===== config.mk =====
export PLATFORM = sky130hd
export DESIGN_NAME = multi_word_parity
export DESIGN_NICKNAME = d
export VERILOG_FILES = /design/src/rtl/multi_word_parity.sv
export SDC_FILE = /design/constraint.sdc
export NUM_CORES = 1
export LEC_CHECK = 0
export BUFFER_PORTS_ARGS = -buffer_cell sky130_fd_sc_hd__buf_2
export CORE_MARGIN = 3
export CORE_UTILIZATION = 35
export CTS_BUF_LIST = sky130_fd_sc_hd__clkbuf_16
export DETAILED_ROUTE_END_ITERATION = 12
export PLACE_DENSITY_LB_ADDON = 0.25
export SLEW_MARGIN = 30
export SYNTH_ARGS = -nofsm -noshare
export SYNTH_HDL_FRONTEND = slang
export SYNTH_SLANG_ARGS = --single-unit

===== constraint.sdc =====
create_clock -name clk -period 2.3 [get_ports clk]
set_input_delay 0.345 -clock clk [delete_from_list [all_inputs] [get_ports clk]]
set_output_delay 0.345 -clock clk [all_outputs]
set_load 0.01 [all_outputs]

===== src/rtl/multi_word_parity.sv =====
// Sequential parity engine. Streams NUM_WORDS word pairs per frame, emits a
// registered per-beat pair parity, and at frame end emits column parity over
// every word of the frame plus a single reduced frame-parity bit. Even/odd
// mode is captured at start and applies to every output of that frame.
module multi_word_parity #(
  parameter int DATA_WIDTH = 8,
  parameter int NUM_WORDS  = 4
) (
  input  logic                  clk,
  input  logic                  reset,
  input  logic                  start,
  input  logic                  odd_mode,
  input  logic                  in_valid,
  output logic                  in_ready,
  input  logic [DATA_WIDTH-1:0] word_a,
  input  logic [DATA_WIDTH-1:0] word_b,
  output logic [DATA_WIDTH-1:0] pair_parity,
  output logic                  pair_valid,
  output logic [DATA_WIDTH-1:0] col_parity,
  output logic                  frame_parity,
  output logic                  busy,
  output logic                  done,
  output logic                  start_err
);

  // One extra bit so the count can reach NUM_WORDS without wrapping.
  localparam int                CNT_W     = $clog2(NUM_WORDS) + 1;
  localparam logic [CNT_W-1:0]  LAST_BEAT = CNT_W'(NUM_WORDS - 1);

  typedef enum logic [1:0] {
    S_IDLE  = 2'd0,
    S_ACCUM = 2'd1,
    S_DONE  = 2'd2
  } state_t;

  state_t                  state;
  state_t                  state_next;
  logic                    mode;
  logic [DATA_WIDTH-1:0]   acc;
  logic [CNT_W-1:0]        cnt;

  logic                    accept;
  logic                    last_beat;
  logic [DATA_WIDTH-1:0]   pair_xor;
  logic [DATA_WIDTH-1:0]   acc_next;
  logic [DATA_WIDTH-1:0]   mode_mask;

  assign accept    = (state == S_ACCUM) && in_valid;
  assign last_beat = accept && (cnt == LAST_BEAT);
  assign pair_xor  = word_a ^ word_b;
  assign acc_next  = acc ^ pair_xor;
  assign mode_mask = {DATA_WIDTH{mode}};

  assign in_ready  = (state == S_ACCUM);
  assign busy      = (state != S_IDLE);
  assign done      = (state == S_DONE);

  // State register.
  // NOTE: the reset is in the sensitivity list, so it takes effect without a
  // clock edge; every flop in this block returns to its reset value at once.
  always_ff @(posedge clk or posedge reset) begin
    if (reset) state <= S_IDLE;
    else       state <= state_next;
  end

  // Next-state logic: IDLE -> ACCUM on start, ACCUM -> DONE on last beat,
  // DONE always returns to IDLE after one cycle.
  // NOTE: state_next is given a value before the case so no path leaves it
  // unassigned; otherwise synthesis would infer a latch.
  always_comb begin
    state_next = state;
    unique case (state)
      S_IDLE:  if (start)     state_next = S_ACCUM;
      S_ACCUM: if (last_beat) state_next = S_DONE;
      S_DONE:                 state_next = S_IDLE;
      default:                state_next = S_IDLE;
    endcase
  end

  // Datapath: mode capture, accumulator, beat count and registered outputs.
  // NOTE: all state here uses non-blocking assignments so every register
  // samples the pre-edge values, regardless of statement order.
  always_ff @(posedge clk or posedge reset) begin
    if (reset) begin
      mode         <= 1'b0;
      acc          <= '0;
      cnt          <= '0;
      pair_parity  <= '0;
      pair_valid   <= 1'b0;
      col_parity   <= '0;
      frame_parity <= 1'b0;
      start_err    <= 1'b0;
    end else begin
      pair_valid <= accept;
      // start outside IDLE (ACCUM or DONE) is ignored but flagged.
      start_err  <= start && (state != S_IDLE);

      if ((state == S_IDLE) && start) begin
        mode <= odd_mode;
        acc  <= '0;
        cnt  <= '0;
      end

      if (accept) begin
        pair_parity <= pair_xor ^ mode_mask;
        acc         <= acc_next;
        cnt         <= cnt + 1'b1;
      end

      // Frame results are registered on the last beat so they are valid in
      // the DONE cycle and hold until the next frame completes.
      if (last_beat) begin
        col_parity   <= acc_next ^ mode_mask;
        frame_parity <= (^acc_next) ^ mode;
      end
    end
  end

endmodule


==> impl_metrics.py <==
metrics = {
    "sta": {
        "slew_headroom": 0.4659,
        "max_freq_mhz": 571.2,
        "setup_violations": 0,
        "fin_crit_sh": 0.7612,
        "final-hold-violation-count": 0,
        "maxSlewViolCount": 0,
        "setup_tns_ns": 0,
        "worstMarginPinSlew_ns": 0.8012,
        "timing.final.crit_period_ns": 1.751,
        "rsz0062_at_grt": "no",
        "finClkSkew_ns": 0.004169,
    },
    "floorplanning": {
        "num_rows": 24,
        "dieArea_um2": 5591,
        "die_h_um": 74.77,
        "start_util": 0.3700,
        "fp.dieW_um": 74.77,
        "core-area_um2": 4474,
        "ios": 43,
    },
    "pwr": {
        "ir_drop_v": 0.0005941,
        "p_leak_nw": 1.049,
        "powerDensity_nw_per_um2": 1405,
    },
    "finish": {
        "diodes": 0,
        "layout.nets": 231,
        "nFillCells": 436,
        "syn2layout_area_growth_pct": 25.40,
        "drive_above_1_share": 0.2692,
        "final_cell_area_um2": 2076,
    },
    "clock_tree": {
        "cts.sinks": 33,
        "cts_setup_buffers": 0,
        "cts_tree": "done",
        "clock_path_buffers": 2,
        "cts_resized": 0,
        "clkTransAtPathRegs_ns": 0.05,
        "root_buffer": "clkbuf_16",
        "cts.htree.levels": 2,
        "clock_latency_ns": 0.27,
        "cts_hold_buf": 0,
        "cts_made_buffers": 5,
    },
    "route": {
        "drt_iter0_markers": 75,
        "wl_per_cell_um": 12.41,
        "drc": 0,
        "firstDrtPassIters": 4,
        "ant_nets": 0,
        "num_vias": 1205,
        "routed_via_density": 4.635,
        "routed_wl_mm": 3.226,
    },
    "place": {
        "port_buffers": 42,
        "dpl.hpwl_mm": 2.351,
        "gp_congestion": 0.6933,
        "placed_cell_area_um2": 1943,
    },
    "yosys": {
        "ys_async_sr_fraction": 1.000,
        "syn-cell-area_um2": 1655,
        "syn_nets": 183,
        "post_synth.cell_area_avg_um2": 10.35,
        "yosysUniqueCellTypes": 19,
        "synth_flop_cell": "dfrtp_1",
        "yosysWarnings": 0,
        "synth_edf_count": 0,
        "synthCells": 160,
        "synth_seq_cells": 33,
        "ys_seq_area_frac": 0.4989,
    },
    "hold_path": {
        "hold_class": "input pin to async pin",
    },
    "grt": {
        "grt_max_degree": 34,
        "track_usage": 0.1313,
        "overflow": 0,
        "grt_pass1_vias": 1243,
        "antenna_found_initial": 0,
        "grt_pass1_wl_mm": 5.533,
    },
    "setup_path": {
        "worstPathMaxFanout": 4,
        "endpoint_kind": "flip-flop",
        "startpoint_type": "flip-flop",
        "crit_type": "flip-flop to flip-flop",
        "critical_path_arrival_ns": 1.95,
        "crit_required_ns": 2.49,
    },
    "run_status": {
        "status": "completed",
    },
    "flow_run": {
        "drv_cap": 0,
    },
}
[critical path: stages, from the launching register on]
cell and delay (ns):
dfrtp_1 0.39, xnor3_1 0.42, xnor2_1 0.18, xnor2_1 0.14
xnor3_1 0.40, o21ai_1 0.15
[final timing paths]
path                                                start                    endpoint  slack [ns]  depth (start not counted)
worst max-delay path                   acc[4]$_DFFE_PP0P_    frame_parity$_DFFE_PP0P_        0.55                          5
worst min-delay path                                reset   col_parity[6]$_DFFE_PP0P_        0.16                          3
worst max register to register         acc[4]$_DFFE_PP0P_    frame_parity$_DFFE_PP0P_        0.55                          5
worst min register to register  col_parity[6]$_DFFE_PP0P_   col_parity[6]$_DFFE_PP0P_        0.47                          2
max in group asynchronous                           reset  pair_parity[1]$_DFFE_PP0P_        1.84                          3
min in group clk                                    start         start_err$_DFF_PP0_        0.32                          2
[sequential cells by signal (all words and copies together), names as in the netlist, 2 cells and up]
register	count
cnt	3
pair_parity	8
acc	8
state	2
col_parity	8
[cell type report]
| cell class | count | area [um2] | area share |
|---|---|---|---|
| flip-flops and latches | 33 | 825.8 | 0.3978 |
| clock inverters | 2 | 7.507 | 0.003617 |
| repair buffers | 47 | 247.7 | 0.1193 |
| inverters | 5 | 18.77 | 0.009042 |
| multi-input cells | 116 | 785.8 | 0.3785 |
| well taps | 52 | 65.06 | 0.03134 |
| clock buffers | 5 | 125.1 | 0.06028 |
[report_power, final]
group	internal, mW	switching, mW
Sequential	0.836	0.152
Combinational	0.691	0.637
Clock	0.386	0.216
[synth_stat cells (all sizes together) (2+ instances only)]
library cell,n,area [um2]
buf,2,10.01
clkbuf,4,15.01
dfrtp,33,825.8
ha,2,25.02
inv,5,18.77
mux2,2,22.52
nand2,30,112.6
nor2,8,30.03
nor2b,3,18.77
o21ai,32,160.2
xnor2,15,131.4
xnor3,5,112.6
xor2,15,146.4
[cells by family after synthesis]
| group | count (synthesis) | synth area share |
|---|---|---|
| simple gates | 42 | 0.1005 |
| xor+xnor | 35 | 0.2358 |
| fa+ha+maj | 2 | 0.01511 |
| compound gates | 35 | 0.1096 |
| buf+inv | 11 | 0.02645 |
| flops | 33 | 0.4989 |
| mux | 2 | 0.01360 |
[routing by layer]
layer  global-route usage  wire length, um  vias up  share of wire
li1                     -                -      616              -
met4              0.04743               43        0          0.013
met1               0.1682             1494      558           0.46
met2               0.2166             1562       27           0.48
met5                    0                0        -              0
met3              0.03204              126        4          0.039
[per-stage QoR]
step,std cells,power [mW],hold WS (ns),util,setup WS [ns]
after floorplan,160,1.972,0.4498,-,0.6079
after global placement,253,2.337,0.4561,0.4343,0.3968
after detailed placement,253,2.356,0.4632,0.4343,0.3693
after CTS,260,2.971,0.1788,0.4639,0.5265
after global routing,260,3.179,0.2186,0.4639,0.3406
final,260,2.916,0.1561,0.4639,0.5493
[layout by cell type (no fill, tap or decap)]
cell type	n
ha_1	2
o31ai_1	1
nand3_1	1
clkbuf_16	5
xor2_2	2
o21ai_1	1
nor2b_1	3
nand2_1	30
o21ai_0	31
nor2_1	8
xor2_1	13
inv_1	6
dfrtp_1	33
mux2_2	2
clkinv_1	1
a21oi_1	1
buf_4	5
a22o_1	1
xnor2_1	15
xnor3_1	5
buf_2	42
No activity file was read; power rests on OpenSTA's default activity.
